**config.mk**
```make
export PLATFORM = sky130hd
export DESIGN_NAME = opc_dispatch_ctrl_flat
export DESIGN_NICKNAME = d
export VERILOG_FILES = /design/src/rtl/opc_dispatch_if.sv /design/src/rtl/opc_dispatch_ctrl.sv /design/src/flat_wrapper.sv
export SDC_FILE = /design/constraint.sdc
export NUM_CORES = 1
export LEC_CHECK = 0
export ABC_AREA = 1
export CAP_MARGIN = 0
export CORE_ASPECT_RATIO = 0.7
export CORE_UTILIZATION = 40
export CTS_CLUSTER_SIZE = 16
export DETAILED_ROUTE_END_ITERATION = 6
export PLACE_DENSITY = 0.67
export REMOVE_ABC_BUFFERS = 1
export SYNTH_ARGS = -nofsm -noshare
export SYNTH_HDL_FRONTEND = slang
export SYNTH_SLANG_ARGS = --single-unit
```
**constraint.sdc**
```tcl
create_clock -name clk -period 5 [get_ports clk]
set_input_delay 1 -clock clk [delete_from_list [all_inputs] [get_ports clk]]
set_output_delay 1 -clock clk [all_outputs]
set_load 0.1 [all_outputs]
```
**src/rtl/opc_dispatch_if.sv**
```systemverilog
// Purpose : Bundles the OPC allocation and dispatch signals between the
//           scoreboard/scheduler side and the OPC dispatch controller.
// Signals : alloc_valid/alloc_ready/alloc_opc   - allocation handshake
//           opc_busy/opc_wait_mask/opc_ready    - per-OPC status from the scheduler
//           dispatch_valid/dispatch_opc/dispatch_ready - dispatch handshake
//           dequeue/dequeue_opc                 - dequeue strobe to the scheduler
//           perf_stalls                         - stall cycle counter
// Modports: master = scheduler/scoreboard/execute side, slave = controller.
interface opc_dispatch_if #(
  parameter int NUM_OPCS  = 4,
  parameter int OPC_WIDTH = (NUM_OPCS > 1) ? $clog2(NUM_OPCS) : 1
);
  logic                         alloc_valid;
  logic                         alloc_ready;
  logic [OPC_WIDTH-1:0]         alloc_opc;
  logic [NUM_OPCS-1:0]          opc_busy;
  logic [NUM_OPCS*NUM_OPCS-1:0] opc_wait_mask;
  logic [NUM_OPCS-1:0]          opc_ready;
  logic                         dispatch_valid;
  logic [OPC_WIDTH-1:0]         dispatch_opc;
  logic                         dispatch_ready;
  logic                         dequeue;
  logic [OPC_WIDTH-1:0]         dequeue_opc;
  logic [31:0]                  perf_stalls;

  modport master (
    output alloc_valid, opc_busy, opc_wait_mask, opc_ready, dispatch_ready,
    input  alloc_ready, alloc_opc, dispatch_valid, dispatch_opc,
           dequeue, dequeue_opc, perf_stalls
  );

  modport slave (
    input  alloc_valid, opc_busy, opc_wait_mask, opc_ready, dispatch_ready,
    output alloc_ready, alloc_opc, dispatch_valid, dispatch_opc,
           dequeue, dequeue_opc, perf_stalls
  );
endinterface

```
**src/rtl/opc_dispatch_ctrl.sv**
```systemverilog
// Purpose : Operand collector pool controller. Grants the lowest free OPC to
//           each scoreboard enqueue and picks the next filled OPC to dispatch
//           with round-robin fairness, honouring the pairwise wait mask.
// Ports   : clk   - clock
//           reset - synchronous, active-high reset
//           bus   - opc_dispatch_if.slave (allocation, OPC status, dispatch,
//                   dequeue strobe and stall counter)
module opc_dispatch_ctrl #(
  parameter int NUM_OPCS  = 4,
  parameter int OPC_WIDTH = (NUM_OPCS > 1) ? $clog2(NUM_OPCS) : 1
) (
  input  logic           clk,
  input  logic           reset,
  opc_dispatch_if.slave  bus
);

  logic                   r_dispatch_valid;
  logic [OPC_WIDTH-1:0]   r_dispatch_opc;
  logic [OPC_WIDTH-1:0]   r_rr_ptr;
  logic                   r_hold_valid;
  logic [OPC_WIDTH-1:0]   r_hold_opc;
  logic [31:0]            r_perf_stalls;

  logic [NUM_OPCS-1:0]    w_free;
  logic [NUM_OPCS-1:0]    w_elig;
  logic [2*NUM_OPCS-1:0]  w_elig_dbl;
  logic [NUM_OPCS-1:0]    w_elig_rot;
  logic                   w_alloc_ready;
  logic [OPC_WIDTH-1:0]   w_alloc_opc;
  logic                   w_alloc_fire;
  logic [OPC_WIDTH:0]     w_sel_sum;
  logic [OPC_WIDTH-1:0]   w_sel;
  logic [OPC_WIDTH-1:0]   w_rr_next;
  logic                   w_fire;
  logic                   w_load;
  logic                   w_stall;
  logic [NUM_OPCS-1:0]    w_sel_row;

  // Per-OPC free and eligible flags. An OPC granted last cycle is still
  // reported idle by the scheduler, so the hold register masks it out.
  for (genvar gi = 0; gi < NUM_OPCS; gi++) begin : g_opc
    assign w_free[gi] = ~bus.opc_busy[gi] &
                        ~(r_hold_valid && (r_hold_opc == OPC_WIDTH'(gi)));
    assign w_elig[gi] = bus.opc_busy[gi] & bus.opc_ready[gi] &
                        ~|bus.opc_wait_mask[gi*NUM_OPCS +: NUM_OPCS] &
                        ~(r_dispatch_valid && (r_dispatch_opc == OPC_WIDTH'(gi)));
  end

  assign w_alloc_ready = |w_free;
  assign w_alloc_fire  = bus.alloc_valid & w_alloc_ready;

  // Lowest-index free OPC wins the allocation.
  always_comb begin
    w_alloc_opc = '0;
    for (int i = NUM_OPCS - 1; i >= 0; i--) begin
      if (w_free[i]) w_alloc_opc = OPC_WIDTH'(i);
    end
  end

  // Round-robin: rotate elig so bit 0 corresponds to rr_ptr, take the lowest
  // set bit, then map the offset back to an absolute OPC index.
  assign w_elig_dbl = {w_elig, w_elig} >> r_rr_ptr;
  assign w_elig_rot = w_elig_dbl[NUM_OPCS-1:0];

  always_comb begin
    w_sel_sum = {1'b0, r_rr_ptr};
    for (int k = NUM_OPCS - 1; k >= 0; k--) begin
      if (w_elig_rot[k]) w_sel_sum = {1'b0, r_rr_ptr} + (OPC_WIDTH+1)'(k);
    end
    if (w_sel_sum >= (OPC_WIDTH+1)'(NUM_OPCS)) begin
      w_sel_sum = w_sel_sum - (OPC_WIDTH+1)'(NUM_OPCS);
    end
    w_sel = w_sel_sum[OPC_WIDTH-1:0];
  end

  assign w_rr_next = (w_sel == OPC_WIDTH'(NUM_OPCS - 1)) ? '0 : w_sel + 1'b1;
  assign w_fire    = r_dispatch_valid & bus.dispatch_ready;
  assign w_stall   = r_dispatch_valid & ~bus.dispatch_ready;
  assign w_load    = (|w_elig) & (~r_dispatch_valid | bus.dispatch_ready);
  assign w_sel_row = bus.opc_wait_mask[int'(w_sel)*NUM_OPCS +: NUM_OPCS];

  always_ff @(posedge clk) begin
    if (reset) begin
      r_dispatch_valid <= 1'b0;
      r_dispatch_opc   <= '0;
      r_rr_ptr         <= '0;
      r_hold_valid     <= 1'b0;
      r_hold_opc       <= '0;
      r_perf_stalls    <= '0;
    end else begin
      r_hold_valid <= w_alloc_fire;
      r_hold_opc   <= w_alloc_opc;
      if (w_load) begin
        r_dispatch_valid <= 1'b1;
        r_dispatch_opc   <= w_sel;
        r_rr_ptr         <= w_rr_next;
      end else if (w_fire) begin
        r_dispatch_valid <= 1'b0;
      end
      if (w_stall && (r_perf_stalls != 32'hFFFF_FFFF)) begin
        r_perf_stalls <= r_perf_stalls + 32'd1;
      end
    end
  end

  assign bus.alloc_ready    = w_alloc_ready;
  assign bus.alloc_opc      = w_alloc_opc;
  assign bus.dispatch_valid = r_dispatch_valid;
  assign bus.dispatch_opc   = r_dispatch_opc;
  assign bus.dequeue        = w_fire;
  assign bus.dequeue_opc    = r_dispatch_opc;
  assign bus.perf_stalls    = r_perf_stalls;

  // Simulation checks on the handshake invariants.
  a_no_busy_alloc: assert property (@(posedge clk)
    (!reset && w_alloc_fire) |-> !bus.opc_busy[w_alloc_opc]);
  a_stall_stable: assert property (@(posedge clk)
    (!reset && w_stall) |=> (r_dispatch_valid && $stable(r_dispatch_opc)));
  a_no_wait_load: assert property (@(posedge clk)
    (!reset && w_load) |-> (w_sel_row == '0));

endmodule

```
**src/flat_wrapper.sv**
```systemverilog
// flat-port wrapper written by rule: the top's interface ports become plain ports
module opc_dispatch_ctrl_flat 
#(
  parameter int NUM_OPCS  = 4,
  parameter int OPC_WIDTH = (NUM_OPCS > 1) ? $clog2(NUM_OPCS) : 1
)
  (clk, reset, bus_alloc_valid, bus_opc_busy, bus_opc_wait_mask, bus_opc_ready, bus_dispatch_ready, bus_alloc_ready, bus_alloc_opc, bus_dispatch_valid, bus_dispatch_opc, bus_dequeue, bus_dequeue_opc, bus_perf_stalls);
  opc_dispatch_if #(.NUM_OPCS(NUM_OPCS), .OPC_WIDTH(OPC_WIDTH)) bus_i ();
  input  logic clk;
  input  logic reset;
  input wire logic [$bits(bus_i.alloc_valid)-1:0] bus_alloc_valid;
  input wire logic [$bits(bus_i.opc_busy)-1:0] bus_opc_busy;
  input wire logic [$bits(bus_i.opc_wait_mask)-1:0] bus_opc_wait_mask;
  input wire logic [$bits(bus_i.opc_ready)-1:0] bus_opc_ready;
  input wire logic [$bits(bus_i.dispatch_ready)-1:0] bus_dispatch_ready;
  output wire logic [$bits(bus_i.alloc_ready)-1:0] bus_alloc_ready;
  output wire logic [$bits(bus_i.alloc_opc)-1:0] bus_alloc_opc;
  output wire logic [$bits(bus_i.dispatch_valid)-1:0] bus_dispatch_valid;
  output wire logic [$bits(bus_i.dispatch_opc)-1:0] bus_dispatch_opc;
  output wire logic [$bits(bus_i.dequeue)-1:0] bus_dequeue;
  output wire logic [$bits(bus_i.dequeue_opc)-1:0] bus_dequeue_opc;
  output wire logic [$bits(bus_i.perf_stalls)-1:0] bus_perf_stalls;
  assign bus_i.alloc_valid = bus_alloc_valid;
  assign bus_i.opc_busy = bus_opc_busy;
  assign bus_i.opc_wait_mask = bus_opc_wait_mask;
  assign bus_i.opc_ready = bus_opc_ready;
  assign bus_i.dispatch_ready = bus_dispatch_ready;
  assign bus_alloc_ready = bus_i.alloc_ready;
  assign bus_alloc_opc = bus_i.alloc_opc;
  assign bus_dispatch_valid = bus_i.dispatch_valid;
  assign bus_dispatch_opc = bus_i.dispatch_opc;
  assign bus_dequeue = bus_i.dequeue;
  assign bus_dequeue_opc = bus_i.dequeue_opc;
  assign bus_perf_stalls = bus_i.perf_stalls;
  opc_dispatch_ctrl #(.NUM_OPCS(NUM_OPCS), .OPC_WIDTH(OPC_WIDTH)) u_core (.clk(clk), .reset(reset), .bus(bus_i));
endmodule
```
==> results.toml <==
[routing]
drt_wl_total_um = 7200
ant_nets = 0
drc = 0
via_count = 2787
post_drt_wl_per_cell_um = 12.7
first_iter_violations = 156
drtPass1Iterations = 4
viasPerCell = 4.91

[hold_path]
min_to = "u_core.bus.perf_stalls[12]"
worstHoldPathCells = 2
hp-class = "reg2reg"
min-delay-start = "u_core.bus.perf_stalls[12]"

[timing]
finalCritPeriodShare = 0.742
setup_viol = 0
hold_violations = 0
final.setup.tns_ns = 0
fmax_ghz = 0.270
fin_skew_ns = 0.00456
maxSlewHeadroom = 0.341
setup_ws_ns = 1.29
period_minus_slack_ns = 3.71
rsz0062_at_grt = "no"
holdWs_ns = 0.507
worstMarginPinSlew_ns = 0.985
slew_violations = 0

[placement]
dp_worst_setup_slack_ns = 1.29
dpl.hpwl_um = 5680
gp_congestion = 0.901
port_buffers = 68

[floorplanning]
coreArea_um2 = 6430
start_util = 0.427
die_w_um = 101
die_y_um = 71.3
io_pins = 69
rows = 24
design.die.area_um2 = 7200

[synthesis]
synth_area_um2 = 2740
syn_avg_cell_area_um2 = 6.66
synth_cells = 412
synth_top_cell_area_share = 0.292
synth_cell_types = 39
ys_seq_area_frac = 0.292
ys_seq_elements = 40
ys_warn_count = 0
synth_largest_area_cell = "dfxtp_1"
yosys-top-cells-area = "dfxtp_1 (29%), nand2_1 (15%), inv_1 (6.0%)"

[clocking]
cts_resized = 0
clockBufferDepth = 2
clkTransAtPathRegs_ns = 0.08
cts_root_buffer = "clkbuf_8"
htreeDepth = 2
numCtsBuffers = 5
clock_sinks = 40
cts_hold_buf = 0
post_cts_buffers = 0
clk_latency_ns = 0.29
cts_tree = "yes"

[worst_setup_path]
endpoint_kind = "output port"
r2r_start = "u_core.bus.perf_stalls[0]"
cp_max_fo = 2
worstSetupStartpointType = "primary input"
r2r_slack_ns = 2.77
rr_endpoint = "u_core.bus.perf_stalls[8]"
cp.arrival_ns = 2.71
r2r_cells = 12
required_ns = 4.00
critical_path_class = "in2out"

[grt]
grt_max_degree = 24
antenna_found_initial = 0
overflow = 0
track_usage = 0.209
grt_pass1_wl_um = 11700
grt_pass1_vias = 2397

[cells_and_area]
nets = 506
mostFrequentLayoutCells = "nand2_1 (113), clkdlybuf4s50_1 (65), inv_1 (44), nor2_1 (42), dfxtp_1 (40)"
syn_to_final_growth_pct = 28.4
drive_gt1_frac = 0.138
num_antenna_cells = 0
fillers = 670
final_common_cell = "nand2_1"

[run_status]
status = "finished, final reports clean"

[power]
vdd_drop_max_mv = 0.108
leakage_nw = 1.25
p_total_uw = 624
power_density_nw_per_um2 = 177

[job]
drv_cap = 0
how the worst max path moves through the flow:
| stage | start | depth (start not counted) | to | slack (ns) |
|---|---|---|---|---|
| 2_1_floorplan | bus_opc_busy[1] | 2 | bus_alloc_opc[0] | 1.28 |
| 3_3_place_gp | bus_dispatch_ready | 4 | bus_dequeue | 1.30 |
| 3_5_place_dp | bus_dispatch_ready | 4 | bus_dequeue | 1.29 |
| 4_1_cts | bus_dispatch_ready | 4 | bus_dequeue | 1.29 |
| 5_1_grt | bus_dispatch_ready | 4 | bus_dequeue | 1.25 |
| 6_report | bus_dispatch_ready | 4 | bus_dequeue | 1.29 |
final cells by class:
| class | instances | area, µm² | share of cell area |
|---|---|---|---|
| flip-flops and latches | 40 | 801 | 0.227 |
| multi-input cells | 312 | 1670 | 0.473 |
| repair buffers | 69 | 681 | 0.193 |
| well taps | 91 | 114 | 0.0323 |
| clock inverters | 1 | 5.00 | 0.00142 |
| clock buffers | 6 | 72.6 | 0.0206 |
| inverters | 49 | 184 | 0.0522 |
cells in the mapped netlist, drive strengths merged:
| master | count |
|---|---|
| xnor2 | 7 |
| or2 | 1 |
| a31oi | 2 |
| inv | 48 |
| o21ai | 16 |
| dfxtp | 40 |
| a31o | 2 |
| nand2 | 127 |
| clkinv | 1 |
| nand4 | 14 |
| nor4 | 8 |
| and2 | 1 |
| nor3b | 3 |
| a21oi | 24 |
| buf | 7 |
| o21ba | 1 |
| nor2 | 52 |
| ha | 1 |
| nand3 | 24 |
| a221oi | 1 |
| o21a | 1 |
| o31ai | 1 |
| clkbuf | 4 |
| xor2 | 9 |
| nor3 | 17 |
metrics by stage:
stage                      util  std cells  area [µm²]
after floorplan               -        401        2650
after global placement    0.536        561        3440
after detailed placement  0.536        561        3440
after CTS                 0.548        568        3520
after global routing      0.548        568        3520
final                     0.548        568        3520
where the power goes:
group,internal [mW],switching (mW)
Sequential,0.321,0.00415
Combinational,0.0353,0.0568
Clock,0.0950,0.112
Total,0.452,0.173
worst max-delay path, stage by stage:
cell	delay (ns)
clkdlybuf4s50_1	0.47
nand2_1	0.06
inv_1	0.06
clkdlybuf4s50_1	1.12
cell families after synthesis:
logic type / Yosys count / share of synthesized area
simple gates: 247 / 0.438
buf+inv: 60 / 0.101
compound gates: 48 / 0.114
flops: 40 / 0.292
xor+xnor: 16 / 0.0511
fa+ha+maj: 1 / 0.00456
state kept, by name (all words and copies together), names as in the netlist:
signal,flops
u_core.bus.dequeue_opc,2
u_core.bus.perf_stalls,32
u_core.r_rr_ptr,2
u_core.r_hold_valid,1
u_core.r_hold_opc,2
u_core.bus.dispatch_valid,1
layer usage:
metal	GRT usage	part of all wire
met1	0.343	0.56
met2	0.276	0.38
met3	0.0332	0.052
met4	0.0483	0.0071
met5	0	0
Power figures use the tool's default switching activity.
